<file path="config.mk">
export PLATFORM = sky130hd
export DESIGN_NAME = image_zero_pad
export DESIGN_NICKNAME = d
export VERILOG_FILES = /design/src/rtl/conv_pkg.sv /design/src/rtl/zpad_out_slice.sv /design/src/rtl/image_zero_pad.sv
export SDC_FILE = /design/constraint.sdc
export NUM_CORES = 1
export LEC_CHECK = 0
export BUFFER_PORTS_ARGS = -buffer_cell sky130_fd_sc_hd__buf_4
export CORE_AREA = 2 2 67 69
export DETAILED_ROUTE_END_ITERATION = 10
export DIE_AREA = 0 0 69 71
export PLACE_DENSITY = 0.52
export RECOVER_POWER = 25
export SLEW_MARGIN = 30
export SYNTH_ARGS = -nofsm -noshare
export SYNTH_HDL_FRONTEND = slang
export SYNTH_SLANG_ARGS = --single-unit
</file>
<file path="constraint.sdc">
create_clock -name clk -period 2.4 [get_ports clk]
set_clock_uncertainty 0.15 [all_clocks]
set_input_delay 0.12 -clock clk [delete_from_list [all_inputs] [get_ports clk]]
set_output_delay 0.12 -clock clk [all_outputs]
set_load 0.05 [all_outputs]
</file>
<file path="src/rtl/conv_pkg.sv">
// Shared types and constants for the convolution front end.
// Holds the zero-pad FSM state encoding and column counter sizing.
package conv_pkg;
    localparam int PIXEL_DATAW = 8;
    localparam int IMAGE_WIDTH = 512;
    localparam int PAD         = 1;
    localparam int COL_W       = 10;

    typedef enum logic [2:0] {
        IDLE   = 3'd0,
        TOP    = 3'd1,
        LEFT   = 3'd2,
        BODY   = 3'd3,
        RIGHT  = 3'd4,
        BOTTOM = 3'd5
    } zpad_state_t;

    function automatic logic [COL_W-1:0] col_inc(input logic [COL_W-1:0] col);
        return col + {{(COL_W-1){1'b0}}, 1'b1};
    endfunction
endpackage

</file>
<file path="src/rtl/zpad_out_slice.sv">
// Output register stage of the zero padder: loads a new beat whenever the
// held beat is gone or accepted, otherwise keeps o_valid/o_x/o_last stable.
module zpad_out_slice #(
    parameter int PIXEL_DATAW = 8
) (
    input  logic                   clk,
    input  logic                   reset,
    input  logic                   load,
    input  logic [PIXEL_DATAW-1:0] ld_x,
    input  logic                   ld_last,
    input  logic                   i_ready,
    output logic                   adv,
    output logic                   o_valid,
    output logic [PIXEL_DATAW-1:0] o_x,
    output logic                   o_last
);
    assign adv = !o_valid || i_ready;

    // Output beat register; an idle advance clears the slot.
    always_ff @(posedge clk) begin
        if (reset) begin
            o_valid <= 1'b0;
            o_x     <= {PIXEL_DATAW{1'b0}};
            o_last  <= 1'b0;
        end else if (adv) begin
            o_valid <= load;
            o_x     <= load ? ld_x : {PIXEL_DATAW{1'b0}};
            o_last  <= load && ld_last;
        end else begin
            o_valid <= o_valid;
            o_x     <= o_x;
            o_last  <= o_last;
        end
    end
endmodule

</file>
<file path="src/rtl/image_zero_pad.sv">
// Zero-pads a raw raster stream to (IMG_W+2) x (H+2) for the 3x3 conv engine.
// Optional framing check on i_last is enabled with `define ZPAD_LAST_CHECK_EN.
module image_zero_pad #(
    parameter int IMG_W       = conv_pkg::IMAGE_WIDTH,
    parameter int PIXEL_DATAW = conv_pkg::PIXEL_DATAW
) (
    input  logic                   clk,
    input  logic                   reset,
    input  logic                   i_valid,
    input  logic [PIXEL_DATAW-1:0] i_x,
    input  logic                   i_last,
    output logic                   o_ready,
    output logic                   o_valid,
    output logic [PIXEL_DATAW-1:0] o_x,
    output logic                   o_last,
    input  logic                   i_ready,
    output logic                   o_err
);
    import conv_pkg::*;

    localparam logic [COL_W-1:0] BODY_LAST = COL_W'(IMG_W - 1);
    localparam logic [COL_W-1:0] PAD_LAST  = COL_W'(IMG_W + 2 * PAD - 1);
    localparam logic [COL_W-1:0] COL_ZERO  = {COL_W{1'b0}};

    zpad_state_t            state_r, state_s;
    logic [COL_W-1:0]       col_r, col_s;
    logic                   last_row_r, last_row_s;
    logic                   adv_s;
    logic                   load_s;
    logic [PIXEL_DATAW-1:0] ld_x_s;
    logic                   ld_last_s;
    logic                   ready_s;
    logic                   xfer_s;

    assign o_ready = ready_s;
    assign xfer_s  = i_valid && ready_s;

    // FSM state, column counter and end-of-frame row flag.
    always_ff @(posedge clk) begin
        if (reset) begin
            state_r    <= IDLE;
            col_r      <= COL_ZERO;
            last_row_r <= 1'b0;
        end else begin
            state_r    <= state_s;
            col_r      <= col_s;
            last_row_r <= last_row_s;
        end
    end

    // Next-state, column update and beat selection for the output slice.
    always_comb begin
        state_s    = state_r;
        col_s      = col_r;
        last_row_s = last_row_r;
        load_s     = 1'b0;
        ld_x_s     = {PIXEL_DATAW{1'b0}};
        ld_last_s  = 1'b0;
        ready_s    = 1'b0;
        case (state_r)
            IDLE: begin
                // The waking pixel is only observed here, not consumed.
                if (i_valid) begin
                    state_s = TOP;
                    col_s   = COL_ZERO;
                end else begin
                    state_s = IDLE;
                end
            end
            TOP: begin
                if (adv_s) begin
                    load_s = 1'b1;
                    if (col_r == PAD_LAST) begin
                        state_s = LEFT;
                        col_s   = COL_ZERO;
                    end else begin
                        col_s = col_inc(col_r);
                    end
                end else begin
                    state_s = TOP;
                end
            end
            LEFT: begin
                if (adv_s) begin
                    load_s  = 1'b1;
                    state_s = BODY;
                    col_s   = COL_ZERO;
                end else begin
                    state_s = LEFT;
                end
            end
            BODY: begin
                ready_s = adv_s;
                if (i_valid && adv_s) begin
                    load_s = 1'b1;
                    ld_x_s = i_x;
                    if (col_r == BODY_LAST) begin
                        last_row_s = i_last;
                        state_s    = RIGHT;
                        col_s      = COL_ZERO;
                    end else begin
                        col_s = col_inc(col_r);
                    end
                end else begin
                    state_s = BODY;
                end
            end
            RIGHT: begin
                if (adv_s) begin
                    load_s  = 1'b1;
                    col_s   = COL_ZERO;
                    state_s = last_row_r ? BOTTOM : LEFT;
                end else begin
                    state_s = RIGHT;
                end
            end
            BOTTOM: begin
                if (adv_s) begin
                    load_s = 1'b1;
                    if (col_r == PAD_LAST) begin
                        ld_last_s = 1'b1;
                        state_s   = IDLE;
                        col_s     = COL_ZERO;
                    end else begin
                        col_s = col_inc(col_r);
                    end
                end else begin
                    state_s = BOTTOM;
                end
            end
            default: begin
                state_s = IDLE;
                col_s   = COL_ZERO;
            end
        endcase
    end

    zpad_out_slice #(
        .PIXEL_DATAW(PIXEL_DATAW)
    ) u_out (
        .clk    (clk),
        .reset  (reset),
        .load   (load_s),
        .ld_x   (ld_x_s),
        .ld_last(ld_last_s),
        .i_ready(i_ready),
        .adv    (adv_s),
        .o_valid(o_valid),
        .o_x    (o_x),
        .o_last (o_last)
    );

`ifdef ZPAD_LAST_CHECK_EN
    logic err_r;

    // Sticky flag for i_last seen anywhere but the final column of a row.
    always_ff @(posedge clk) begin
        if (reset) begin
            err_r <= 1'b0;
        end else if (xfer_s && i_last && (col_r != BODY_LAST)) begin
            err_r <= 1'b1;
        end else begin
            err_r <= err_r;
        end
    end

    assign o_err = err_r;
`else
    logic unused_s;
    assign unused_s = xfer_s;
    assign o_err    = 1'b0;
`endif
endmodule

</file>
# Yosys cells after proc, flatten, opt, wreduce, memory -nomap -nowiden
# Cells that the tools add are included.
[word_totals]
reg_bits = 24
in_bits = 13
output_inout_bits = 12
wordCells = 60
[classes]
add_sub_neg = 1
eq_ne = 14
n_mux = 28
reduce_logical = 11
[ops]
columns = ["operator", "n"]
rows = [
  ["10-bit 2-to-1 mux", 6],
  ["10-bit case mux with 4 select lines", 1],
  ["3-bit 2-to-1 mux", 8],
  ["8-bit 2-to-1 mux", 3],
  ["3-bit case mux with 6 select lines", 1],
  ["10-bit by 1-bit adder with 10-bit output, second input constant", 1],
  ["10-bit equality test, second input constant", 1],
  ["10-bit by 9-bit equality test with 1-bit output, second input constant", 1],
  ["3-bit inequality test, second input constant", 3],
  ["1-bit 2-to-1 mux", 8],
  ["3-bit by 2-bit equality test with 1-bit output, second input constant", 2],
  ["3-bit equality test, second input constant", 2],
  ["3-bit AND reduction", 2],
  ["2-bit by 1-bit inequality test with 1-bit output, second input constant", 2],
  ["2-bit inequality test, second input constant", 2],
  ["4-bit AND reduction", 1],
  ["2-bit OR reduction", 2],
  ["4-bit OR reduction", 1],
  ["3-bit by 1-bit equality test with 1-bit output, second input constant", 1],
  ["3-bit zero test", 1],
  ["1-bit logical AND", 2],
  ["1-bit case mux with 2 select lines", 1],
  ["1-bit zero test", 1],
  ["1-bit logical OR", 1],
]

# Longest topological paths before layout
[depth]
ltp_word = 6
ltp_mapped = 7
mapped_depth_nobuf = 7

# Hierarchy
# Synthesis repeated with hierarchy kept, for this count alone.
[hier_totals]
hier_cells = 187
area_unflattened_um2 = 1433.9
[modules_own_cells]
columns = ["module", "instances", "cells_per_inst", "area_each_um2", "seq_area_each_um2"]
rows = [
  ["image_zero_pad", 1, 143, 1068.5, 280.3],
  ["zpad_out_slice", 1, 44, 365.4, 200.2],
]

# Worst setup path before layout
# Ideal clock, no wire load.
[synth_timing]
path_kind = "register to register"
start = "reg col_r[5]"
end = "reg col_r[9]"
setup_ns = 0.121
t_arrival_ns = 1.724
t_required_ns = 2.129
setup_slack_ns = 0.405
path_stages_with_launch = 6
n_path_buf = 0
period_less_slack_ns = 1.995
path_cell_list = "dfxtp_1 or4_4 o31ai_4 and2_4 o22ai_1 mux2_2"
[synth_via]
elab_chain_len = 4
word_cells_on_any_way = 8
classes_between = "add/sub: 1; eq/ne: 2; mux: 5"
[synth_rtl]
columns = ["element", "line", "source"]
rows = [
  ["start, declared", "image_zero_pad.sv:26", "logic [COL_W-1:0] col_r, col_s;"],
  ["start signal, assigned", "image_zero_pad.sv:46", "col_r <= col_s;"],
  ["10-bit by 1-bit adder with 10-bit output, or another cell as far along", "conv_pkg.sv:19", "return col + {{(COL_W-1){1'b0}}, 1'b1};"],
  ["10-bit 2-to-1 mux, on equally long branches", "image_zero_pad.sv:73, image_zero_pad.sv:120, image_zero_pad.sv:97", ""],
  ["10-bit 2-to-1 mux, on equally long branches", "image_zero_pad.sv:71, image_zero_pad.sv:94", ""],
  ["10-bit case mux with 4 select lines *", "image_zero_pad.sv:60", "case (state_r)"],
]
# Mark *: on every way between the ends. The rest lies on a longest branch, timed or not. The select of a mux whose other input is x is not followed.
# A chain may end at the register's enable or synchronous reset.

# Worst setup path after layout
[layout_timing]
start = "reg col_r[5]"
end = "reg col_r[7]"
# The elaborated chain is that of the path after synthesis.

==> flow_summary.json <==
{
  "worstSetupPathType": "flop to flop",
  "place_inst": 227,
  "period_needed_ns": 2.22,
  "drt.antenna.violating_nets": 0,
  "critPathRequiredTime_ns": 2.41,
  "synth.lib_cells_used.distinct": 48,
  "dpl_hpwl_um": 2350,
  "numPortBuffers": 23,
  "layout.cells.non_filler": 240,
  "route.met2.wl_um": 1760,
  "timing.hold.worst.class": "input port to flop",
  "synthesis.area_sq_mm": 0.00132,
  "final_hold_viol_count": 0,
  "design_power_total_mw": 1.54,
  "post_cts_resize_count": 0,
  "gr-usage-all-layers": 0.146,
  "clk_latency_ns": 0.27,
  "rows": 24,
  "timing.final.max_slew_violations": 0,
  "reg2reg_setup_slack_ns": 0.18,
  "path_clk_slew_ns": 0.09,
  "rsz_0062_raised_after_global_routing": "false",
  "ff_latch_area_sq_um": 480,
  "clock_path_buffers": 2,
  "cts_root_buf": "sky130_fd_sc_hd__clkbuf_8",
  "timing.critical_path.to_type": "flop",
  "warning_count_from_the_yosys_run": 0,
  "number_of_buffers_inserted_for_hold_repair_after_clock_tree_synthesis": 9,
  "vdd.ir_drop.worst_uv": 236,
  "highest_achievable_clock_rate_mhz": 450,
  "h-tree-depth": 1,
  "post_drt_via_cell_ratio": 5.50,
  "pwr_density_cell_mw_per_mm2": 924,
  "highest_signal_layer_in_the_routed_design": "met4",
  "routed_wl_um": 3490,
  "cts.repair_timing.setup_buffer_count": 0,
  "max_slew_margin": 0.593,
  "insertedDiodeCount": 0,
  "multi_input_comb_area_sq_um": 776,
  "ratio_of_cells_with_drive_above_1_in_the_final_layout": 0.186,
  "detail_route.drc_violations": 0,
  "global_route_wire_length_before_repair_um": 6000,
  "fin_setup_tns_ns": 0,
  "core_sq_mm": 0.00420,
  "global_route.overflow_total": 0,
  "ys_ff_latch": 24,
  "place_congestion": 0.801,
  "io_pins": 25,
  "die_height_um": 71,
  "area_growth_pct": 27.0,
  "initialDrtViolationCount": 55,
  "start_util": 0.313,
  "num-nets-final": 204,
  "width_of_the_die_um": 69,
  "cts_made_buffers": 3,
  "finalHoldWorstSlack_ns": 0.0743,
  "routed_wire_length_per_instance_um": 14.5,
  "power_leakage_nw": 0.604,
  "timing.max_cap.violations": 0,
  "detail_route.first_pass.iterations": 4,
  "synth-main-ff-cell": "sky130_fd_sc_hd__dfxtp_1",
  "cts_sink_cnt": 24,
  "routed-via-count": 1321,
  "wl_met1_um": 1590,
  "layout.filler_cells": 453,
  "syn-num-nets": 173,
  "met3_routed_wl_um": 101,
  "die_area_sq_mm": 0.00490,
  "synth_sequential_area_ratio": 0.365,
  "synthCells": 158,
  "antenna_violations_before_repair": 0,
  "actual_slew_at_the_worst_max_slew_pin_ns": 0.614,
  "crit_fanout": 7,
  "grt_start_max_net_pins": 31,
  "result_of_the_run": "complete, no violations",
  "syn_avg_cell_area_sq_um": 8.32,
  "startpoint_type": "flop",
  "grt_pass1_vias": 1280,
  "async_reset_ff_frac": 0,
  "setup_violations": 0,
  "cts_tree": "built",
  "synth-edff-count": 0,
  "fraction_of_the_cycle_the_final_worst_path_needs": 0.925,
  "critical_path_arrival_ns": 2.23
}
sequential cells by signal, summed over array words and instances (netlist names):
name           flops
col_r             10
u_out.o_x          8
state_r            3
last_row_r         1
u_out.o_last       1
u_out.o_valid      1
power by group:
part | internal, mW | total (mW) | switching (mW) | leakage (nW)
logic | 0.284 | 0.675 | 0.391 | 0.374
clock network | 0.223 | 0.361 | 0.138 | 0.0357
registers | 0.442 | 0.507 | 0.0646 | 0.194
synthesized netlist by cell type (2+ instances only):
cell                        count  area (sq um)
sky130_fd_sc_hd__o21ai_0        5          25.0
sky130_fd_sc_hd__nand2_1       11          41.3
sky130_fd_sc_hd__nand4_1        2          12.5
sky130_fd_sc_hd__mux2_2         2          22.5
sky130_fd_sc_hd__and2_1         2          12.5
sky130_fd_sc_hd__nor3_1         3          15.0
sky130_fd_sc_hd__o2bb2ai_1      4          35.0
sky130_fd_sc_hd__buf_2          2          10.0
sky130_fd_sc_hd__and3_1         2          12.5
sky130_fd_sc_hd__clkbuf_1       7          26.3
sky130_fd_sc_hd__nor2_1        19          71.3
sky130_fd_sc_hd__nor4_1         2          12.5
sky130_fd_sc_hd__dfxtp_1       24           480
sky130_fd_sc_hd__a22oi_1        8          60.1
sky130_fd_sc_hd__or3_1          3          18.8
sky130_fd_sc_hd__a21oi_1        8          40.0
sky130_fd_sc_hd__inv_1          4          15.0
sky130_fd_sc_hd__nand3b_1       2          15.0
sky130_fd_sc_hd__a31oi_1        3          18.8
sky130_fd_sc_hd__nor2b_1        3          18.8
sky130_fd_sc_hd__ha_1           2          25.0
sky130_fd_sc_hd__or2_2          3          18.8
sky130_fd_sc_hd__nand2b_1       2          12.5
sky130_fd_sc_hd__o21bai_1       3          22.5
sky130_fd_sc_hd__o22ai_1        2          12.5
sky130_fd_sc_hd__a22o_1         4          35.0
sky130_fd_sc_hd__nand3_1        5          25.0
stage by stage:
| step | cell area, sq um | util | worst slack [ns] |
|---|---|---|---|
| 5_1_grt | 1670 | 0.397 | 0.0332 |
| 4_1_cts | 1700 | 0.404 | 0.176 |
| 6_report | 1670 | 0.397 | 0.179 |
| 2_1_floorplan | 1320 | - | 0.405 |
| 3_5_place_dp | 1540 | 0.366 | 0.198 |
| 3_3_place_gp | 1540 | 0.366 | 0.256 |
kinds of logic after synthesis:
group                      count (synthesis)  synth area share
AOI/OAI and AO/OA                         50             0.289
adders and majority gates                  2            0.0190
buffers and inverters                     14            0.0447
DFF                                       24             0.365
muxes                                      3            0.0247
other                                      1           0.00285
and+or+nand+nor                           64             0.254
cell usage in the layout (no fill, tap or decap), types with 2 or more instances in the layout:
cell type	instances
sky130_fd_sc_hd__nor2b_1	3
sky130_fd_sc_hd__nor4_1	2
sky130_fd_sc_hd__clkbuf_8	3
sky130_fd_sc_hd__a31oi_1	3
sky130_fd_sc_hd__o2bb2ai_1	4
sky130_fd_sc_hd__o21ai_0	5
sky130_fd_sc_hd__dfxtp_1	24
sky130_fd_sc_hd__and3_1	2
sky130_fd_sc_hd__nand3b_1	2
sky130_fd_sc_hd__or3_1	3
sky130_fd_sc_hd__nand3_1	5
sky130_fd_sc_hd__and2_1	2
sky130_fd_sc_hd__nand2b_1	2
sky130_fd_sc_hd__nand2_1	11
sky130_fd_sc_hd__clkbuf_1	8
sky130_fd_sc_hd__inv_1	4
sky130_fd_sc_hd__nor2_1	19
sky130_fd_sc_hd__nand4_1	2
sky130_fd_sc_hd__dlygate4sd3_1	9
sky130_fd_sc_hd__o22ai_1	2
sky130_fd_sc_hd__a22o_1	4
sky130_fd_sc_hd__a22oi_1	8
sky130_fd_sc_hd__ha_1	2
sky130_fd_sc_hd__buf_4	19
sky130_fd_sc_hd__or2_2	3
sky130_fd_sc_hd__mux2_2	2
sky130_fd_sc_hd__nor3_1	3
sky130_fd_sc_hd__o21bai_1	3
sky130_fd_sc_hd__a21oi_1	8
path summary, 6_finish.rpt:
kind                                           startpoint                        end  depth (start not counted)
worst min-delay path                                reset  u_out.o_x[1]$_SDFFE_PP0N_                          2
worst max register to register      col_r[5]$_SDFFE_PP0P_      col_r[7]$_SDFFE_PP0P_                          5
worst min register to register  u_out.o_last$_SDFFE_PP0N_  u_out.o_last$_SDFFE_PP0N_                          2
worst max-delay path                col_r[5]$_SDFFE_PP0P_      col_r[7]$_SDFFE_PP0P_                          5
critical path, cell delays in order, from the launching register on:
cell                        delay, ns
sky130_fd_sc_hd__dfxtp_1         0.39
sky130_fd_sc_hd__or4_4           0.57
sky130_fd_sc_hd__o31ai_4         0.36
sky130_fd_sc_hd__a2bb2oi_2       0.29
sky130_fd_sc_hd__nor4_1          0.08
sky130_fd_sc_hd__mux2_2          0.27
area by class of cell:
cell class                 count  share of cell area
clock buffer                   3              0.0247
multi-input combinational    120               0.464
sequential                    24               0.288
clock inverter                 1              0.0180
tap                           52              0.0390
inverter                       4             0.00899
timing repair buffer          36               0.157
per-layer routing:
metal,global-route usage,vias to the layer above
met5,0,-
met4,0.0458,0
met3,0.0271,4
met2,0.254,18
met1,0.183,655
li1,-,644
(Power assumes the default switching activity.)
